File: src/rtl/rot_matrix_cordic_if.sv
// Request/result bus of the tilt rotation-matrix generator: angle pair in, nine
// matrix terms plus clamp flag out.
interface rot_matrix_cordic_if #(
  parameter int ANGLE_W = 13,
  parameter int OUT_W   = 18
);
  logic                      validIn;
  logic                      readyIn;
  logic signed [ANGLE_W-1:0] Rx;
  logic signed [ANGLE_W-1:0] Ry;
  logic signed [OUT_W-1:0]   R11, R12, R13;
  logic signed [OUT_W-1:0]   R21, R22, R23;
  logic signed [OUT_W-1:0]   R31, R32, R33;
  logic                      validOut;
  logic                      sat;

  modport master (
    output validIn, Rx, Ry,
    input  readyIn, R11, R12, R13, R21, R22, R23, R31, R32, R33, validOut, sat
  );

  modport slave (
    input  validIn, Rx, Ry,
    output readyIn, R11, R12, R13, R21, R22, R23, R31, R32, R33, validOut, sat
  );
endinterface

File: src/rtl/rot_matrix_cordic.sv
// R = Ry*Rx from two tilt angles using one time-shared iterative CORDIC over Rx, Ry, Ry+Rx, Ry-Rx.
// Optional input clamp to +/-LIMIT with sat flag when ROTM_CLAMP_EN is defined.
module rot_matrix_cordic #(
  parameter int ANGLE_W = 13,
  parameter int OUT_W   = 18,
  parameter int ITER    = 16,
  parameter int LIMIT   = 536
) (
  input  logic              clock,
  input  logic              reset,
  rot_matrix_cordic_if.slave bus
);
  localparam int XW   = OUT_W + 2;
  localparam int AW   = ANGLE_W + 1;
  localparam int ZSH  = 29 - (ANGLE_W - 3);

  typedef logic signed [OUT_W-1:0] out_t;
  typedef logic signed [XW-1:0]    xy_t;
  typedef logic signed [AW-1:0]    ang_t;

  localparam out_t OUT_MAX = {1'b0, {(OUT_W-1){1'b1}}};
  localparam out_t OUT_MIN = {1'b1, {(OUT_W-1){1'b0}}};
  localparam xy_t  K_INIT  = XW'($rtoi(0.6072529 * (2.0 ** (OUT_W-2)) + 0.5));

  // atan(2^-i) in Q3.29
  localparam logic signed [31:0] ATAN [16] = '{
    32'sd421657428, 32'sd248918915, 32'sd131521918, 32'sd66762579,
    32'sd33510843,  32'sd16771758,  32'sd8387925,   32'sd4194219,
    32'sd2097141,   32'sd1048575,   32'sd524288,    32'sd262144,
    32'sd131072,    32'sd65536,     32'sd32768,     32'sd16384
  };

  typedef enum logic [1:0] {IDLE, LOAD, ROTATE, COMBINE} state_t;

  function automatic out_t sat_out(input xy_t v);
    if (v[XW-1:OUT_W-1] == '0 || v[XW-1:OUT_W-1] == '1) return v[OUT_W-1:0];
    return v[XW-1] ? OUT_MIN : OUT_MAX;
  endfunction

  function automatic out_t half_add(input out_t a, input out_t b);
    logic signed [OUT_W:0] t;
    t = {a[OUT_W-1], a} + {b[OUT_W-1], b};
    return t[OUT_W:1];
  endfunction

  function automatic out_t half_sub(input out_t a, input out_t b);
    logic signed [OUT_W:0] t;
    t = {a[OUT_W-1], a} - {b[OUT_W-1], b};
    return t[OUT_W:1];
  endfunction

  function automatic out_t neg_sat(input out_t a);
    if (a == OUT_MIN) return OUT_MAX;
    return -a;
  endfunction

  state_t                    state;
  logic [1:0]                k;
  logic [3:0]                it;
  xy_t                       x, y;
  logic signed [31:0]        z;
  logic signed [ANGLE_W-1:0] rx_q, ry_q;
  ang_t                      sum_q, diff_q;
  logic                      sat_q;
  out_t                      cos_rx, sin_rx, cos_ry, sin_ry, cos_sum, sin_sum;

  logic signed [ANGLE_W-1:0] rx_c, ry_c;
  logic                      clip;

`ifdef ROTM_CLAMP_EN
  localparam logic signed [ANGLE_W-1:0] LIM_P = ANGLE_W'(LIMIT);
  localparam logic signed [ANGLE_W-1:0] LIM_N = -LIM_P;

  always_comb begin
    rx_c = bus.Rx;
    ry_c = bus.Ry;
    if (bus.Rx > LIM_P)      rx_c = LIM_P;
    else if (bus.Rx < LIM_N) rx_c = LIM_N;
    if (bus.Ry > LIM_P)      ry_c = LIM_P;
    else if (bus.Ry < LIM_N) ry_c = LIM_N;
    clip = (rx_c != bus.Rx) || (ry_c != bus.Ry);
  end
`else
  assign rx_c = bus.Rx;
  assign ry_c = bus.Ry;
  assign clip = 1'b0;
`endif

  ang_t               ang;
  logic signed [31:0] z_ext, z_init;

  always_comb begin
    case (k)
      2'd0:    ang = {rx_q[ANGLE_W-1], rx_q};
      2'd1:    ang = {ry_q[ANGLE_W-1], ry_q};
      2'd2:    ang = sum_q;
      default: ang = diff_q;
    endcase
  end

  assign z_ext  = 32'(ang);
  assign z_init = z_ext <<< ZSH;

  xy_t  xs, ys, xn, yn;
  logic signed [31:0] zn;
  logic z_pos, last;
  out_t cos_new, sin_new;

  assign xs      = x >>> it;
  assign ys      = y >>> it;
  assign z_pos   = ~z[31];
  assign xn      = z_pos ? x - ys : x + ys;
  assign yn      = z_pos ? y + xs : y - xs;
  assign zn      = z_pos ? z - ATAN[it] : z + ATAN[it];
  assign last    = (it == 4'(ITER-1));
  assign cos_new = sat_out(xn);
  assign sin_new = sat_out(yn);

  always_ff @(posedge clock or posedge reset) begin
    if (reset) begin
      state        <= IDLE;
      k            <= '0;
      it           <= '0;
      x            <= '0;
      y            <= '0;
      z            <= '0;
      rx_q         <= '0;
      ry_q         <= '0;
      sum_q        <= '0;
      diff_q       <= '0;
      sat_q        <= 1'b0;
      cos_rx       <= '0;
      sin_rx       <= '0;
      cos_ry       <= '0;
      sin_ry       <= '0;
      cos_sum      <= '0;
      sin_sum      <= '0;
      bus.readyIn  <= 1'b1;
      bus.validOut <= 1'b0;
      bus.sat      <= 1'b0;
      bus.R11      <= '0;
      bus.R12      <= '0;
      bus.R13      <= '0;
      bus.R21      <= '0;
      bus.R22      <= '0;
      bus.R23      <= '0;
      bus.R31      <= '0;
      bus.R32      <= '0;
      bus.R33      <= '0;
    end else begin
      bus.validOut <= 1'b0;
      case (state)
        IDLE: begin
          if (bus.validIn && bus.readyIn) begin
            rx_q        <= rx_c;
            ry_q        <= ry_c;
            sum_q       <= {ry_c[ANGLE_W-1], ry_c} + {rx_c[ANGLE_W-1], rx_c};
            diff_q      <= {ry_c[ANGLE_W-1], ry_c} - {rx_c[ANGLE_W-1], rx_c};
            sat_q       <= clip;
            k           <= '0;
            bus.readyIn <= 1'b0;
            state       <= LOAD;
          end
        end
        LOAD: begin
          x     <= K_INIT;
          y     <= '0;
          z     <= z_init;
          it    <= '0;
          state <= ROTATE;
        end
        ROTATE: begin
          x  <= xn;
          y  <= yn;
          z  <= zn;
          it <= it + 4'd1;
          if (last) begin
            k <= k + 2'd1;
            case (k)
              2'd0: begin cos_rx  <= cos_new; sin_rx  <= sin_new; end
              2'd1: begin cos_ry  <= cos_new; sin_ry  <= sin_new; end
              2'd2: begin cos_sum <= cos_new; sin_sum <= sin_new; end
              default: ;
            endcase
            if (k == 2'd3) begin
              // DIFF terms come straight off the final micro-rotation so the
              // result is registered on the edge that enters COMBINE.
              bus.R11      <= cos_ry;
              bus.R12      <= half_sub(cos_new, cos_sum);
              bus.R13      <= half_add(sin_sum, sin_new);
              bus.R21      <= '0;
              bus.R22      <= cos_rx;
              bus.R23      <= neg_sat(sin_rx);
              bus.R31      <= neg_sat(sin_ry);
              bus.R32      <= half_sub(sin_sum, sin_new);
              bus.R33      <= half_add(cos_sum, cos_new);
              bus.sat      <= sat_q;
              bus.validOut <= 1'b1;
              state        <= COMBINE;
            end else begin
              state <= LOAD;
            end
          end
        end
        COMBINE: begin
          bus.readyIn <= 1'b1;
          state       <= IDLE;
        end
        default: state <= IDLE;
      endcase
    end
  end
endmodule

File: src/flat_wrapper.sv
// flat-port wrapper written by rule: the top's interface ports become plain ports
module rot_matrix_cordic_flat 
#(
  parameter int ANGLE_W = 13,
  parameter int OUT_W   = 18,
  parameter int ITER    = 16,
  parameter int LIMIT   = 536
)
  (clock, reset, bus_validIn, bus_Rx, bus_Ry, bus_readyIn, bus_R11, bus_R12, bus_R13, bus_R21, bus_R22, bus_R23, bus_R31, bus_R32, bus_R33, bus_validOut, bus_sat);
  rot_matrix_cordic_if #(.ANGLE_W(ANGLE_W), .OUT_W(OUT_W)) bus_i ();
  input  logic clock;
  input  logic reset;
  input wire logic [$bits(bus_i.validIn)-1:0] bus_validIn;
  input wire logic [$bits(bus_i.Rx)-1:0] bus_Rx;
  input wire logic [$bits(bus_i.Ry)-1:0] bus_Ry;
  output wire logic [$bits(bus_i.readyIn)-1:0] bus_readyIn;
  output wire logic [$bits(bus_i.R11)-1:0] bus_R11;
  output wire logic [$bits(bus_i.R12)-1:0] bus_R12;
  output wire logic [$bits(bus_i.R13)-1:0] bus_R13;
  output wire logic [$bits(bus_i.R21)-1:0] bus_R21;
  output wire logic [$bits(bus_i.R22)-1:0] bus_R22;
  output wire logic [$bits(bus_i.R23)-1:0] bus_R23;
  output wire logic [$bits(bus_i.R31)-1:0] bus_R31;
  output wire logic [$bits(bus_i.R32)-1:0] bus_R32;
  output wire logic [$bits(bus_i.R33)-1:0] bus_R33;
  output wire logic [$bits(bus_i.validOut)-1:0] bus_validOut;
  output wire logic [$bits(bus_i.sat)-1:0] bus_sat;
  assign bus_i.validIn = bus_validIn;
  assign bus_i.Rx = bus_Rx;
  assign bus_i.Ry = bus_Ry;
  assign bus_readyIn = bus_i.readyIn;
  assign bus_R11 = bus_i.R11;
  assign bus_R12 = bus_i.R12;
  assign bus_R13 = bus_i.R13;
  assign bus_R21 = bus_i.R21;
  assign bus_R22 = bus_i.R22;
  assign bus_R23 = bus_i.R23;
  assign bus_R31 = bus_i.R31;
  assign bus_R32 = bus_i.R32;
  assign bus_R33 = bus_i.R33;
  assign bus_validOut = bus_i.validOut;
  assign bus_sat = bus_i.sat;
  rot_matrix_cordic #(.ANGLE_W(ANGLE_W), .OUT_W(OUT_W), .ITER(ITER), .LIMIT(LIMIT)) u_core (.clock(clock), .reset(reset), .bus(bus_i));
endmodule
File: config.mk
export PLATFORM = sky130hd
export DESIGN_NAME = rot_matrix_cordic_flat
export DESIGN_NICKNAME = d
export VERILOG_FILES = /design/src/rtl/rot_matrix_cordic_if.sv /design/src/rtl/rot_matrix_cordic.sv /design/src/flat_wrapper.sv
export SDC_FILE = /design/constraint.sdc
export NUM_CORES = 1
export LEC_CHECK = 0
export BUFFER_PORTS_ARGS = -buffer_cell sky130_fd_sc_hd__buf_2
export CAP_MARGIN = 30
export CELL_PAD_IN_SITES_DETAIL_PLACEMENT = 0
export CELL_PAD_IN_SITES_GLOBAL_PLACEMENT = 1
export CORE_ASPECT_RATIO = 0.9
export CORE_MARGIN = 2
export CORE_UTILIZATION = 45
export CTS_CLUSTER_DIAMETER = 100
export DETAILED_ROUTE_END_ITERATION = 16
export GPL_ROUTABILITY_DRIVEN = 0
export GPL_TIMING_DRIVEN = 0
export PLACE_DENSITY_LB_ADDON = 0.1
export SLEW_MARGIN = 10
export SYNTH_ARGS = -nofsm -noshare
export SYNTH_HDL_FRONTEND = slang
export SYNTH_SLANG_ARGS = --single-unit
File: constraint.sdc
create_clock -name clock -period 25.8 [get_ports clock]
set_input_delay 3.87 -clock clock [delete_from_list [all_inputs] [get_ports clock]]
set_output_delay 3.87 -clock clock [all_outputs]
set_load 0.1 [all_outputs]
==> impl_metrics.env <==
export IMPL_cp_max_fo=10
export IMPL_hold_class="reg2reg"
export IMPL_n_antenna_cell=0
export IMPL_synth_distinct_cells=94
export IMPL_clk_pin_slew_ps=60
export IMPL_crit_path_start_kind="register"
export IMPL_dp_final_hpwl_mm=64.5
export IMPL_post_cts_setup_buffers=0
export IMPL_layout_drive_gt1_share_pct=13.8
export IMPL_cts_tree="yes"
export IMPL_dr_first_iter_drc_count=2299
export IMPL_multi_input_area_um2=15500
export IMPL_yosysTopAreaCell="dfrtp_1"
export IMPL_area_growth_pct=13.3
export IMPL_yosys_top_cells_area="dfrtp_1 36%, ha_1 8.8%, nand2_1 5.6%, o21ai_0 4.8%, xnor2_1 4.3%"
export IMPL_wl_met2_mm=38.7
export IMPL_worstPathRequired_ps=26330
export IMPL_cp_slowest_cell="a2111oi_0"
export IMPL_coreArea_um2=58500
export IMPL_synth_top_cells_by_count="395 x nand2_1, 384 x dfrtp_1, 254 x o21ai_0, 221 x inv_1, 218 x a21oi_1"
export IMPL_crit_buf_inv=13
export IMPL_numCtsBuffers=45
export IMPL_die_area_um2=61200
export IMPL_rsz0062_at_grt="no"
export IMPL_initial_utilization_pct=45.6
export IMPL_synth_edf_count=0
export IMPL_nets=3477
export IMPL_drv_cap=0
export IMPL_largestRegisters="u_core.z: 32 flops, u_core.x: 20 flops, u_core.y: 20 flops"
export IMPL_worstHoldPathCells=2
export IMPL_slowest_delay_ps=670
export IMPL_root_buffer="clkbuf_16"
export IMPL_grt_max_degree=106
export IMPL_die_x_um=261
export IMPL_reg2reg_from="u_core.it[3]"
export IMPL_status="complete, no violations"
export IMPL_placementRows=84
export IMPL_antenna_found_initial=0
export IMPL_antenna_left=0
export IMPL_htree_num_levels=2
export IMPL_routed_via_density=5.81
export IMPL_hold_violations=0
export IMPL_vias=23600
export IMPL_portBuffers=174
export IMPL_dr_wl_met3_mm=5.34
export IMPL_finalSetupViolations=0
export IMPL_netlist_area_um2=26700
export IMPL_hold_slack_ps=458
export IMPL_async_reset_ff_share_pct=100
export IMPL_max_freq_mhz=84.2
export IMPL_clock_latency_ps=600
export IMPL_ctsResizeCount=0
export IMPL_grt_pass1_vias=22900
export IMPL_fp_dieH_um=235
export IMPL_drt_total_wl_mm=84.6
export IMPL_tns_ps=0
export IMPL_hold_buffers=0
export IMPL_wl_per_cell_um=20.8
export IMPL_slew_violations=0
export IMPL_endpoint_kind="register"
export IMPL_fin_crit_ps=11880
export IMPL_largest_register_ffs=32
export IMPL_syn_area_per_cell_um2=8.87
export IMPL_largest_register="u_core.z"
export IMPL_synthCells=3006
export IMPL_register_area_um2=9640
export IMPL_yosys_most_used_dff="dfrtp_1"
export IMPL_worst_pin_slew_ps=955
export IMPL_track_usage_pct=27.2
export IMPL_path_common_cell="a21oi_1"
export IMPL_fin_crit_sh_pct=46.1
export IMPL_clk_path_buf_depth=3
export IMPL_drt_pass1_iter_count=6
export IMPL_n_fill_cell=5521
export IMPL_io_pins=194
export IMPL_synth_top_area_share_pct=36.0
export IMPL_rr_worst_depth=41
export IMPL_grt_first_pass_wirelength_mm=132
export IMPL_drc=0
export IMPL_worstHoldEndpoint="u_core.bus.R11[3]"
export IMPL_top_layer="met5"
export IMPL_hold_start="u_core.cos_ry[3]"
export IMPL_synth_seq_cells=385
export IMPL_wl_met1_mm=38.3
export IMPL_criticalPathCategory="reg2reg"
export IMPL_fin_skew_ps=25.4
export IMPL_cts_sinks=385
export IMPL_worstPathArrival_ps=12410
export IMPL_seq_area_frac_synth_pct=36.1
export IMPL_slew_headroom_pct=36.4
export IMPL_yosysMostFrequentCell="nand2_1"
export IMPL_yosysWarnings=0
export IMPL_r2r_end="u_core.bus.R32[15]"
export IMPL_cpLargestDelayFamily="compound AO/OA/AOI/OAI gates"
export IMPL_reg2reg_setup_slack_ps=13920
export IMPL_grt_ovfl_total=0
worst max path at each step:
stage / slack [ps] / endpoint / depth (start not counted) / start
2_1_floorplan: 11230 / u_core.bus.R11[0] / 1 / reset
3_3_place_gp: 6670 / u_core.bus.R23[3] / 2 / reset
3_5_place_dp: 13650 / u_core.bus.R32[15] / 39 / u_core.it[3]
4_1_cts: 13560 / u_core.bus.R32[15] / 39 / u_core.it[3]
5_1_grt: 13310 / u_core.bus.R32[15] / 41 / u_core.it[3]
6_report: 13920 / u_core.bus.R32[15] / 41 / u_core.it[3]
worst min-delay path: stages, from the launching register on:
cell     delay (ps)
dfrtp_1         340
nand2_1          50
nand2_1          50
kinds of logic (layout without fill, tap and decap cells):
family	count (synthesis)	after routing	share of synthesized area [%]
buffers and inverters	392	653	5.99
adder cells (fa/ha/maj)	197	197	9.49
other	1	19	0.0141
AO/OA/AOI/OAI	868	868	20.7
XOR/XNOR	212	212	6.96
AND/OR/NAND/NOR	810	810	13.5
multiplexers	141	141	7.31
flip-flops	385	385	36.1
layer usage:
layer,track usage (%),up-vias
met5,0,-
met1,38.0,11500
met3,4.09,171
met2,43.8,831
li1,-,11100
met4,7.55,2
cell type report:
type | count | share of cell area, %
well taps | 774 | 3.20
inverters | 225 | 2.82
flip-flops and latches | 385 | 31.9
multi-input cells | 2247 | 51.3
repair buffers | 180 | 3.25
clock inverters | 21 | 0.791
clock buffers | 60 | 4.24
plain buffers | 167 | 2.49
cells in the final DEF (no fill, tap or decap), drive strengths merged, types with 35 or more instances in the layout:
master	count
nor3	46
buf	228
dfrtp	384
ha	188
o22a	35
o21ai	260
inv	227
a21o	40
mux2	81
nor2	183
o22ai	46
a31oi	43
xnor2	130
nand2	395
nand3	40
xor2	82
clkbuf	178
mux4	35
a21oi	219
through the flow:
step / utilization (%) / cells / worst slack [ps] / instance area [um^2]
after detailed placement: 49.0 / 3976 / 13650 / 28700
after CTS: 51.6 / 4057 / 13560 / 30200
after floorplan: - / 3024 / 11230 / 26700
after global placement: 48.8 / 3972 / 6670 / 28600
final: 51.6 / 4059 / 13920 / 30200
after global routing: 51.6 / 4059 / 13310 / 30200
Power is left out: the tool's default activity adds up to more than one toggle a clock period on the data nets, which glitch-free logic cannot reach.
